==> src/rtl/rr_arb_pkg.sv <==
// Shared types and defaults for the round-robin one-hot arbiter.
// Optional RR_ARBITER_GRANT_IDX_EN feature lives in the top; nothing here depends on it.
package rr_arb_pkg;

    typedef enum logic {
        IDLE    = 1'b0,
        GRANTED = 1'b1
    } arb_state_t;

    localparam int DEF_NUM_REQ  = 4;
    localparam int DEF_MAX_HOLD = 8;

    // Pointer width; a 1-bit floor keeps degenerate sizes from producing zero-width vectors.
    function automatic int ptr_w(input int n);
        return (n > 1) ? $clog2(n) : 1;
    endfunction

endpackage

==> src/rtl/rr_pick_first.sv <==
// Rotating-priority search: returns the first set bit of (req & ~excl)
// starting at ptr and wrapping, as a one-hot vector (all zero if none).
module rr_pick_first #(
    parameter int NUM_REQ = 4,
    parameter int PTR_W   = 2
) (
    input  logic [NUM_REQ-1:0] i_req,
    input  logic [PTR_W-1:0]   i_ptr,
    input  logic [NUM_REQ-1:0] i_excl,
    output logic [NUM_REQ-1:0] o_onehot
);

    logic [NUM_REQ-1:0] w_cand;
    logic [PTR_W-1:0]   w_idx;
    logic               w_found;

    always_comb begin
        w_cand   = i_req & ~i_excl;
        o_onehot = '0;
        w_found  = 1'b0;
        w_idx    = '0;
        for (int i = 0; i < NUM_REQ; i++) begin
            // NUM_REQ is a power of two, so the add wraps modulo NUM_REQ for free.
            w_idx = i_ptr + PTR_W'(i);
            if (!w_found && w_cand[w_idx]) begin
                o_onehot[w_idx] = 1'b1;
                w_found         = 1'b1;
            end
        end
    end

endmodule

==> src/rtl/rr_arbiter_onehot.sv <==
// Round-robin arbiter with registered one-hot grant and bounded hold time.
// Define RR_ARBITER_GRANT_IDX_EN to add the registered binary grant_idx output.
module rr_arbiter_onehot
    import rr_arb_pkg::*;
#(
    parameter int NUM_REQ  = DEF_NUM_REQ,
    parameter int MAX_HOLD = DEF_MAX_HOLD
) (
    input  logic                        clk,
    input  logic                        rst_n,
    input  logic [NUM_REQ-1:0]          req,
    output logic [NUM_REQ-1:0]          grant,
    output logic                        grant_valid,
`ifdef RR_ARBITER_GRANT_IDX_EN
    output logic [ptr_w(NUM_REQ)-1:0]   grant_idx,
`endif
    output logic                        busy
);

    localparam int PTR_W  = ptr_w(NUM_REQ);
    localparam int HCNT_W = $clog2(MAX_HOLD + 1);

    if (NUM_REQ < 2 || (NUM_REQ & (NUM_REQ - 1)) != 0) begin : g_chk_n
        $error("NUM_REQ must be a power of two and at least 2");
    end
    if (MAX_HOLD < 1) begin : g_chk_h
        $error("MAX_HOLD must be at least 1");
    end

    arb_state_t          r_state, w_state_nxt;
    logic [NUM_REQ-1:0]  r_grant, w_grant_nxt;
    logic [PTR_W-1:0]    r_ptr, w_ptr_nxt;
    logic [HCNT_W-1:0]   r_hcnt, w_hcnt_nxt;

    logic [PTR_W-1:0]    w_owner;
    logic [PTR_W-1:0]    w_pick_ptr;
    logic [NUM_REQ-1:0]  w_pick_excl;
    logic [NUM_REQ-1:0]  w_pick;
    logic                w_own_req;
    logic                w_others;
    logic                w_hold_max;

    always_comb begin
        w_owner = '0;
        for (int i = 0; i < NUM_REQ; i++) begin
            if (r_grant[i]) w_owner = PTR_W'(i);
        end
    end

    // One picker serves all three cases: from r_ptr when idle, from owner+1
    // excluding the owner when granted (the exclusion is harmless on release).
    assign w_pick_ptr  = (r_state == GRANTED) ? w_owner + PTR_W'(1) : r_ptr;
    assign w_pick_excl = (r_state == GRANTED) ? r_grant : '0;

    rr_pick_first #(
        .NUM_REQ (NUM_REQ),
        .PTR_W   (PTR_W)
    ) u_pick (
        .i_req    (req),
        .i_ptr    (w_pick_ptr),
        .i_excl   (w_pick_excl),
        .o_onehot (w_pick)
    );

    assign w_own_req  = |(req & r_grant);
    assign w_others   = |(req & ~r_grant);
    assign w_hold_max = (r_hcnt == HCNT_W'(MAX_HOLD));

    always_ff @(posedge clk or negedge rst_n) begin
        if (!rst_n) begin
            r_state <= IDLE;
            r_grant <= '0;
            r_ptr   <= '0;
            r_hcnt  <= '0;
        end else begin
            r_state <= w_state_nxt;
            r_grant <= w_grant_nxt;
            r_ptr   <= w_ptr_nxt;
            r_hcnt  <= w_hcnt_nxt;
        end
    end

    always_comb begin
        w_state_nxt = r_state;
        w_grant_nxt = r_grant;
        w_ptr_nxt   = r_ptr;
        w_hcnt_nxt  = r_hcnt;
        unique case (r_state)
            IDLE: begin
                if (|req) begin
                    w_state_nxt = GRANTED;
                    w_grant_nxt = w_pick;
                    w_hcnt_nxt  = HCNT_W'(1);
                end
            end
            GRANTED: begin
                // Release and preempt share a path: advance past the owner and re-pick.
                if (!w_own_req || (w_hold_max && w_others)) begin
                    w_ptr_nxt = w_pick_ptr;
                    if (|w_pick) begin
                        w_grant_nxt = w_pick;
                        w_hcnt_nxt  = HCNT_W'(1);
                    end else begin
                        w_state_nxt = IDLE;
                        w_grant_nxt = '0;
                        w_hcnt_nxt  = '0;
                    end
                end else if (!w_hold_max) begin
                    w_hcnt_nxt = r_hcnt + HCNT_W'(1);
                end
            end
            default: begin
                w_state_nxt = IDLE;
                w_grant_nxt = '0;
                w_hcnt_nxt  = '0;
            end
        endcase
    end

    always_comb begin
        grant       = r_grant;
        grant_valid = |r_grant;
        busy        = (r_state == GRANTED);
    end

`ifdef RR_ARBITER_GRANT_IDX_EN
    logic [PTR_W-1:0] r_grant_idx;
    logic [PTR_W-1:0] w_idx_nxt;

    always_comb begin
        w_idx_nxt = '0;
        for (int i = 0; i < NUM_REQ; i++) begin
            if (w_grant_nxt[i]) w_idx_nxt = PTR_W'(i);
        end
    end

    // Only load on a real grant so the index holds its last value while idle.
    always_ff @(posedge clk or negedge rst_n) begin
        if (!rst_n) begin
            r_grant_idx <= '0;
        end else if (|w_grant_nxt) begin
            r_grant_idx <= w_idx_nxt;
        end
    end

    assign grant_idx = r_grant_idx;
`endif

endmodule
==> config.mk <==
export PLATFORM = sky130hd
export DESIGN_NAME = rr_arbiter_onehot
export DESIGN_NICKNAME = d
export VERILOG_FILES = /design/src/rtl/rr_arb_pkg.sv /design/src/rtl/rr_pick_first.sv /design/src/rtl/rr_arbiter_onehot.sv
export SDC_FILE = /design/constraint.sdc
export NUM_CORES = 1
export LEC_CHECK = 0
export ABC_CLOCK_PERIOD_IN_PS = 4500
export BUFFER_PORTS_ARGS = -buffer_cell sky130_fd_sc_hd__buf_2
export CAP_MARGIN = 40
export CORE_UTILIZATION = 55
export CTS_CLUSTER_DIAMETER = 200
export CTS_CLUSTER_SIZE = 30
export DETAILED_ROUTE_END_ITERATION = 8
export PLACE_DENSITY = 0.75
export SETUP_SLACK_MARGIN = 0.3
export SYNTH_ARGS = -nofsm -noshare
export SYNTH_HDL_FRONTEND = slang
export SYNTH_HIERARCHICAL = 1
export SYNTH_SLANG_ARGS = --single-unit
==> constraint.sdc <==
create_clock -name clk -period 4.5 [get_ports clk]
set_clock_uncertainty 0.05 [all_clocks]
set_input_delay 0.225 -clock clk [delete_from_list [all_inputs] [get_ports clk]]
set_output_delay 0.225 -clock clk [all_outputs]
set_load 0.05 [all_outputs]
=== Word level (Yosys, flattened, before mapping) ===
Cells that the tools add are included.

* ROM bits: 0
* Output and inout port bits: 6
* Flip-flop bits (word level): 11
* Memory bits (writable): 0
* Logic and storage cells: 92
* Bits of input ports: 6
* Bits in latches: 0
* Memories kept: 0

* Multipliers: 0
* Add/subtract/negate cells: 5
* Equality and inequality tests: 4
* Div/mod/pow operators: 0
* Bitwise gates (word level): 9
* Mux-type cells: 41
* Order comparisons: 8
* Shift-type cells: 0
* Reductions and logical operators: 21

{| class="wikitable"
|+ Operators by type and width
! cell !! count
|-
| $mux 4 || 11
|-
| $reduce_or 4->1 || 5
|-
| $mux 1 || 16
|-
| $pmux 4 s2 || 2
|-
| $and 4x4->4 || 3
|-
| $lt 2x3->1 const B || 4
|-
| $or 4x4->4 || 3
|-
| $bmux 1 s2 || 4
|-
| $demux 1 s2 || 4
|-
| $ge 2x1->1 const B || 4
|-
| $logic_and 1x1->1 || 8
|-
| $not 4->4 || 2
|-
| $mux 2 || 3
|-
| $reduce_and 2->1 || 3
|-
| $add 2x1->2 const B || 2
|-
| $add 2x2->2 const B || 2
|-
| $add 4x1->4 const B || 1
|-
| $eq 4x4->1 const B || 1
|-
| $logic_not 1->1 || 4
|-
| $ne 3x2->1 const B || 1
|-
| $ne 2x1->1 const B || 1
|-
| $ne 2x2->1 const B || 1
|-
| $pmux 1 s2 || 1
|-
| $logic_or 1x1->1 || 1
|-
| $not 1->1 || 1
|}

=== Logic depth before layout (Yosys ltp) ===
Gate-level depths: netlist of the first run.

* Word-level depth: 21
* Gate-level depth with buffers: 13
* Mapped depth without buffers: 12

=== Modules after synthesis ===
The synthesis of the first run kept the hierarchy.

{| class="wikitable"
|+ Modules (own cells, without submodules)
! module !! sequential area each (um2) !! area an instance (um2) !! cells an instance !! times used
|-
| rr_arbiter_onehot || 275.3 || 753.2 || 70 || 1
|-
| rr_pick_first || 0.0 || 424.2 || 54 || 1
|}

=== Worst setup path before layout of the first run ===
Ideal clock, no wire load.

* Kind: register to register
* Start: register r_state, in the netlist busy
* End: register r_state, in the netlist busy
* Arrival: 3.098 ns
* Cell stages (with the launch flop): 12
* Data required time: 4.331 ns
* Library setup time: 0.119 ns
* Path buffers: 2
* Clock period less this slack: 3.267 ns
* Setup slack: 1.233 ns
* Path through: dfrtp_1 buf_2 mux2_2 clkbuf_2 inv_1 ha_1 mux4_2 a32oi_1 nand3_1 nor4_1 o211ai_1 and2_1

* Elaborated cells on any way between the ends: 56
* Classes of those cells: add/sub: 3; order compare: 8; mux: 28; bitwise: 6; reduce/logical: 11

{| class="wikitable"
|+ RTL lines
! item !! line !! source
|-
| from (decl) || rr_arbiter_onehot.sv:30 || <nowiki>arb_state_t r_state, w_state_nxt;</nowiki>
|-
| from (signal assigned) || rr_arbiter_onehot.sv:76 || <nowiki>r_state <= w_state_nxt;</nowiki>
|-
| $mux 2 (*) || rr_arbiter_onehot.sv:52 || <nowiki>assign w_pick_ptr = (r_state == GRANTED) ? w_owner + PTR_W'(1) : r_ptr;</nowiki>
|-
| net w_pick_ptr[0] || rr_arbiter_onehot.sv:36 || <nowiki>logic [PTR_W-1:0] w_pick_ptr;</nowiki>
|-
| branches (longest 11 deep; another with $lt 2x3->1) || n/a ||
|-
| $mux 4 (*) || rr_pick_first.sv:25 || <nowiki>if (!w_found && w_cand[w_idx]) begin</nowiki>
|-
| net w_pick[0] || rr_arbiter_onehot.sv:38 || <nowiki>logic [NUM_REQ-1:0] w_pick;</nowiki>
|-
| $reduce_or 4->1 (*) || rr_arbiter_onehot.sv:100 || <nowiki>if (|w_pick) begin</nowiki>
|-
| $mux 1 (*) || rr_arbiter_onehot.sv:100 ||
|-
| $mux 1 (*) || rr_arbiter_onehot.sv:98 || <nowiki>if (!w_own_req || (w_hold_max && w_others)) begin</nowiki>
|-
| $pmux 1 s2 (*) || rr_arbiter_onehot.sv:88 || <nowiki>unique case (r_state)</nowiki>
|-
| net w_state_nxt || rr_arbiter_onehot.sv:30 ||
|}

Mark *: on every way through the listed nets, which the timed path passes. The select of a mux whose other input is x is not followed.
A chain may end at the register's enable or synchronous reset.

=== Worst setup path in the final report of the first run ===
* Start: register r_grant[2], in the netlist grant[2]
* End: register r_state, in the netlist busy

* Word-level cells in the longest chain between the ends: 20
* Elaborated cells on any way between the ends: 66
* Classes of those cells: add/sub: 4; order compare: 8; mux: 30; bitwise: 8; reduce/logical: 16

{| class="wikitable"
|+ RTL lines
! item !! line !! source
|-
| from (decl) || rr_arbiter_onehot.sv:31 || <nowiki>logic [NUM_REQ-1:0] r_grant, w_grant_nxt;</nowiki>
|-
| from (signal assigned) || rr_arbiter_onehot.sv:77 || <nowiki>r_grant <= w_grant_nxt;</nowiki>
|-
| $mux 2 (*) (2 in a row) || rr_arbiter_onehot.sv:46 || <nowiki>if (r_grant[i]) w_owner = PTR_W'(i);</nowiki>
|-
| $add 2x1->2 (*) || rr_arbiter_onehot.sv:52 ||
|-
| $mux 2 (*) || rr_arbiter_onehot.sv:52 ||
|-
| net w_pick_ptr[0] || rr_arbiter_onehot.sv:36 ||
|-
| branches (longest 11 deep; another with $lt 2x3->1) || n/a ||
|-
| $mux 4 (*) || rr_pick_first.sv:25 ||
|-
| net w_pick[1] || rr_arbiter_onehot.sv:38 ||
|-
| $reduce_or 4->1 (*) || rr_arbiter_onehot.sv:100 ||
|-
| $mux 1 (*) || rr_arbiter_onehot.sv:100 ||
|-
| $mux 1 (*) || rr_arbiter_onehot.sv:98 ||
|-
| $pmux 1 s2 (*) || rr_arbiter_onehot.sv:88 ||
|-
| net w_state_nxt || rr_arbiter_onehot.sv:30 ||
|}

Marked as above.

==> results_dict.tcl, run 1 <==
set metrics [dict create \
    syn_area_per_cell_sq_um 9.49 \
    nets 154 \
    fillCellCount 161 \
    slew_headroom 0.680 \
    synth_flop_cell "dfrtp_1" \
    die_area_sq_um 2330 \
    setup_violations 0 \
    antenna_cells 0 \
    synth_edf_count 0 \
    synth-compound-area-share 0.192 \
    track_usage 0.249 \
    first_iter_violations 41 \
    reg2reg_from "grant[2]" \
    numCtsBuffers 3 \
    vias_per_cell 6.39 \
    crit_path_cell_trace "inv_1, a21oi_1, mux2_2, inv_1, ha_1, mux4_2, a32oi_1, nand3_1, nor4_1, o211ai_1, and2_1" \
    finalPower_mw 1.06 \
    ir_drop_mv 0.403 \
    drcViolationCount 0 \
    rows 16 \
    synthCells 124 \
    synth_xor_area_frac 0 \
    areaGrowthSynthToFinish_pct 9.78 \
    crit_top_cell "inv_1" \
    power.density_nw_per_um2 818 \
    ff2ff_setup_slack_ns 1.27 \
    final_cells 165 \
    layout-drive-gt1-share 0.261 \
    post-route-period-util 0.718 \
    grt-ovfl-total 0 \
    worstMarginPinSlew_ns 0.476 \
    gp_congestion 0.887 \
    yosys_warnings 6 \
    cp-end-kind "register" \
    ys_ff_latch 11 \
    grt_setup_unrepaired "no" \
    die_x_um 48.3 \
    syn-num-nets 139 \
    max_cap_viol_count 0 \
    synth_fa_ha_area_frac 0.0956 \
    place_hpwl_um 2060 \
    status "finished clean" \
    hold_viol 0 \
    antenna_found_initial 0 \
    routedWlPerCell_um 16.0 \
    yosys.area.top_type_share 0.234 \
    cp_slowest_stage_delay_ns 0.46 \
    grt_pass1_wl_um 4080 \
    final_area_sq_um 1290 \
    synth_area_leaders "dfrtp_1 (23%), ha_1 (9.6%), mux2_4 (7.7%)" \
    clkLatencyLatePin_ns 0.27 \
    worstSetupPathType "register to register" \
    async_flop_share 1.00 \
    root_buffer "clkbuf_4" \
    dr.pass1.iters 5 \
    synth.distinct_cells 38 \
    finalMaxSlewViolations 0 \
    cp-start-kind "register" \
    fmax_mhz 310 \
    pin_count 12 \
    grt_start_max_net_pins 12 \
    worstPathRequired_ns 4.61 \
    holdWs_ns 0.296 \
    setup-tns-final_ns 0 \
    netlist.top_cell.by_area "dfrtp_1" \
    dieHeight_um 48.3 \
    synthMuxAreaShare 0.163 \
    crit_arrival_ns 3.34 \
    clk_pin_slew_worst_paths_ns 0.08 \
    final_antenna_net_count 0 \
    placed_cells 160 \
    min_path_type "input pin to asynchronous set/reset pin" \
    yosys.area_share.simple 0.288 \
    port_buffers 11 \
    p_leak_nw 0.593 \
    fin_crit_ns 3.23 \
    synth.yosys.seq_area_share 0.234 \
    vias 1054 \
    cts_tree "built" \
    totalWireLength_um 2640 \
    path_max_fanout 10 \
    r2r_end "busy" \
    placed_area_sq_um 1260 \
    htree_levels 1 \
    syn_area_sq_um 1180 \
    start_util 0.594 \
    cts_max_path_buffers 2 \
    clock-sinks 11 \
    cts.repair.resized 0 \
    synth_top_family_by_area "simple AND/OR/NAND/NOR gates" \
    crit_path_top_delay_cell "dfrtp_1" \
    fp.coreArea_sq_um 1980 \
    grt_pass1_vias 901 \
    r2r_cells 11 \
]
critical path, delay by kind of cell (launching register included):
kind                     cells  cell delay [ns]
AO/OA/AOI/OAI                3             0.61
multiplexers                 2             0.73
buffers and inverters        2             0.24
flip-flops                   1             0.46
AND/OR/NAND/NOR              3             0.65
adder cells (fa/ha/maj)      1             0.38
per-stage QoR:
step / setup WS [ns] / utilization
after floorplan: 1.23 / -
after global placement: 1.45 / 0.634
after detailed placement: 1.32 / 0.634
after CTS: 1.30 / 0.652
after global routing: 1.01 / 0.652
final: 1.27 / 0.652
report_power, final:
part | switching (mW) | internal [mW]
clock network | 0.0362 | 0.0343
registers | 0.0500 | 0.137
logic | 0.459 | 0.340
placed cells by master, fill, tap and decap left out, types with 2 or more instances in the layout:
cell type,count
dfrtp_1,11
nand2_1,2
nand2b_1,7
ha_1,9
nor3_1,2
o21ai_4,2
and2b_1,2
or3_1,2
and2_1,5
mux2_4,6
inv_1,6
clkbuf_4,3
nor2_1,12
mux4_2,3
nand3_1,11
a32oi_1,4
a21oi_1,10
nand4_1,5
mux2_2,3
a22o_1,3
buf_2,11
what timing repair did:
item                       in CTS  in global routing
setup endpoints to repair       0                  0
hold buffers                    1                  0
setup buffers                   0                  0
hold endpoints to repair       11                  0
cell type report:
cell class	instances	area (sq um)	share of cell area
clock buffer	4	26.3	0.0203
inverter	6	22.5	0.0174
multi-input combinational	105	870	0.673
sequential	11	275	0.213
tap	27	33.8	0.0261
timing repair buffer	12	65.1	0.0503
worst max-delay path by stage:
stage / slack, ns / from / to / cells after the start
2_1_floorplan: 1.23 / busy / busy / 11
3_3_place_gp: 1.45 / busy / busy / 9
3_5_place_dp: 1.32 / busy / busy / 9
4_1_cts: 1.30 / grant[1] / busy / 10
5_1_grt: 1.01 / grant[2] / busy / 11
6_report: 1.27 / grant[2] / busy / 11
cells by family (layout without fill, tap and decap cells):
group / after synthesis / after routing
AO/OA/AOI/OAI: 27 / 27
adder cells (fa/ha/maj): 9 / 9
buffers and inverters: 8 / 22
flip-flops: 11 / 11
multiplexers: 12 / 12
AND/OR/NAND/NOR: 57 / 57
flip-flops by register name, summed over array words and instances (netlist names):
| signal | flops |
|---|---|
| busy | 1 |
| grant | 4 |
| r_ptr | 2 |
| r_hcnt | 4 |
synthesized netlist by cell type (3+ instances only):
cell and instances:
a21oi_1 10, a22o_1 3, a32oi_1 4, and2_1 5, dfrtp_1 11, ha_1 9, inv_1 6, mux2_2 3
mux2_4 6, mux4_2 3, nand2b_1 7, nand3_1 11, nand4_1 5, nor2_1 12
metal layers:
layer | track usage | part of all wire | vias up
met5 | 0 | 0 | -
met4 | 0.0389 | 0.0072 | 0
met3 | 0.0519 | 0.070 | 8
met2 | 0.389 | 0.44 | 55
met1 | 0.358 | 0.48 | 496
li1 | - | - | 495
Note: power is estimated with default switching activity, not from simulation.
==> run 2: changes to the inputs <==
--- a/config.mk
+++ b/config.mk
@@ -5,7 +5,8 @@
 export SDC_FILE = /design/constraint.sdc
 export NUM_CORES = 1
 export LEC_CHECK = 0
-export ABC_CLOCK_PERIOD_IN_PS = 4500
+export ABC_AREA = 1
+export ABC_CLOCK_PERIOD_IN_PS = 3350
 export BUFFER_PORTS_ARGS = -buffer_cell sky130_fd_sc_hd__buf_2
 export CAP_MARGIN = 40
 export CORE_UTILIZATION = 55
==> constraint.sdc (replaced) <==
create_clock -name clk -period 3.35 [get_ports clk]
set_clock_uncertainty 0.05 [all_clocks]
set_input_delay 0.1675 -clock clk [delete_from_list [all_inputs] [get_ports clk]]
set_output_delay 0.1675 -clock clk [all_outputs]
set_load 0.05 [all_outputs]
==> run 2 against run 1 <==
Via count grew 7.3%. Hold slack worse by 0.058 ns. Synthesized cell count grew 40%. Clock-buffer cell count is the same. Die area shrank 2.3%. Non-clock buffer count up 1. Fmax increased by 17%. Critical path type unchanged. Largest cell class unchanged.
==> results_dict.tcl, run 2 <==
set metrics [dict create \
    status "finished clean" \
    rows 16 \
    antenna_cells 0 \
    track_usage 0.247 \
    first_iter_violations 33 \
    fp.coreArea_sq_um 1960 \
    async_flop_share 1.00 \
    post-synth-top-count-cell "nand2_1" \
    synth_flop_cell "dfrtp_1" \
    final_antenna_net_count 0 \
    cp-startpoint "busy" \
    worstMarginPinSlew_ns 0.309 \
    numCtsBuffers 3 \
    clkLatencyLatePin_ns 0.27 \
    clk_pin_slew_worst_paths_ns 0.07 \
    ys_ff_latch 11 \
    root_buffer "clkbuf_4" \
    die_area_sq_um 2280 \
    setup-tns-final_ns 0 \
    synthCells 173 \
    placed_cells 211 \
    mostFrequentLayoutCell "nand2_1" \
    syn_area_per_cell_sq_um 6.64 \
    cts_max_path_buffers 2 \
    clock-sinks 11 \
    start_util 0.585 \
    place_hpwl_um 2050 \
    r2r_cells 19 \
    netlist.top_cell.by_area "dfrtp_1" \
    yosys.area.top_type_share 0.240 \
    slew_headroom 0.794 \
    vias 1131 \
    yosys_warnings 6 \
    gp_congestion 0.888 \
    cp-start-kind "register" \
    nets 205 \
    areaGrowthSynthToFinish_pct 10.6 \
    antenna_found_initial 0 \
    crit_arrival_ns 2.89 \
    synth.distinct_cells 21 \
    synth_common_cells "nand2_1 (58), nand3_1 (28), inv_1 (17)" \
    totalWireLength_um 2560 \
    dieHeight_um 47.7 \
    finish.utilization 0.647 \
    worstPathRequired_ns 3.47 \
    die_x_um 47.7 \
    fillCellCount 206 \
    reg2reg_from "busy" \
    final_cells 216 \
    synth.yosys.seq_area_share 0.240 \
    final_cell_mix "nand2_1 (57), nand3_1 (28), inv_1 (17)" \
    pin_count 12 \
    worstSetupPathType "register to register" \
    routedWlPerCell_um 11.9 \
    path_max_fanout 7 \
    grt_pass1_vias 977 \
    hold_viol 0 \
    crit_end "r_hcnt[0]" \
    syn_area_sq_um 1150 \
    drcViolationCount 0 \
    holdWs_ns 0.238 \
    post-route-period-util 0.827 \
    setup_violations 0 \
    synth_edf_count 0 \
    htree_levels 1 \
    dr.pass1.iters 4 \
    vias_per_cell 5.24 \
    grt_start_max_net_pins 12 \
    r2r_end "r_hcnt[0]" \
    finalMaxSlewViolations 0 \
    max_cap_viol_count 0 \
    synth_area_leaders "dfrtp_1 (24%), nand2_1 (19%), nand3_1 (12%)" \
    cp-end-kind "register" \
    cts_setup_buffers 0 \
    grt-ovfl-total 0 \
    fmax_mhz 361 \
    grt_setup_unrepaired "no" \
    grt_pass1_wl_um 4020 \
    layout-drive-gt1-share 0.233 \
    syn-num-nets 188 \
    fin_crit_ns 2.77 \
    cts_tree "built" \
    min_path_type "input pin to asynchronous set/reset pin" \
    ff2ff_setup_slack_ns 0.58 \
    port_buffers 11 \
]
-- run 2: cell count changes in the layout (fill, tap and decap cells not counted), sizes merged, moves of 4 or more --
cell | before | now
nor2 | 13 | 6
nand2b | 7 | 0
and2 | 6 | 0
inv | 6 | 25
nand3 | 11 | 36
mux2 | 9 | 0
a32oi | 4 | 0
o21ai | 4 | 11
nand2 | 3 | 66
a21oi | 10 | 0
-- run 2: layout make-up --
type / count / area [sq um] / area share
clock buffer: 4 / 26.3 / 0.0207
inverter: 26 / 97.6 / 0.0768
multi-input combinational: 135 / 764 / 0.602
sequential: 11 / 275 / 0.217
tap: 27 / 33.8 / 0.0266
timing repair buffer: 13 / 72.6 / 0.0571
-- run 2: metal layers --
| layer | global-route usage | part of all wire | up-vias | wire, um |
|---|---|---|---|---|
| met2 | 0.446 | 0.50 | 27 | 1290 |
| li1 | - | - | 586 | - |
| met4 | 0.0833 | 0.016 | 0 | 41 |
| met1 | 0.310 | 0.45 | 513 | 1150 |
| met3 | 0.0113 | 0.030 | 5 | 77 |
| met5 | 0 | 0 | - | 0 |
-- run 2: worst min-delay path by stage --
| stage | from | endpoint | slack [ns] |
|---|---|---|---|
| CTS | rst_n | r_ptr[0] | 0.24 |
| floorplan | rst_n | busy | -0.18 |
| detailed placement | rst_n | r_ptr[0] | -0.004 |
| global route | rst_n | grant[1] | 0.28 |
| finish | rst_n | r_ptr[0] | 0.24 |
| global placement | rst_n | grant[1] | -0.007 |
-- run 2: critical path: stages, from the launching register on --
cell and delay, ns:
dfrtp_1 0.35, inv_1 0.11, nor2_1 0.13, o21ai_0 0.12
nand2_1 0.27, inv_2 0.12, ha_1 0.35, inv_1 0.08
nand3_1 0.08, nand2_1 0.11, nand2_4 0.11, inv_2 0.05
nand3_1 0.08, nand3_2 0.09, nor4_1 0.27, nand2_1 0.10
nand2_1 0.07, nand2_1 0.05, nand2_1 0.05, nand2_1 0.04
-- run 2: stage by stage --
stage	setup slack [ns]	instance area, sq um
finish	0.580	1270
global route	0.317	1270
CTS	0.520	1270
detailed placement	0.543	1230
global placement	0.635	1230
floorplan	0.318	1150
-- run 2: cell families (layout without fill, tap and decap cells) --
logic type,after synthesis,after routing,share of synthesized area
simple gates,113,113,0.496
compound gates,11,11,0.0545
flops,11,11,0.240
fa+ha+maj,9,9,0.0980
xor+xnor,2,2,0.0153
buf+inv,27,43,0.0969
-- run 2: timing repair --
item | 4_1_cts | 5_1_grt
endpoints found under the hold margin | 11 | 0
hold buffers | 1 | 0
setup endpoints to repair | 0 | 1
gates resized for setup | 0 | 1
Power of run 2 is not shown: default switching activity piles up to over one toggle a cycle in this logic, so the estimate is an artifact.
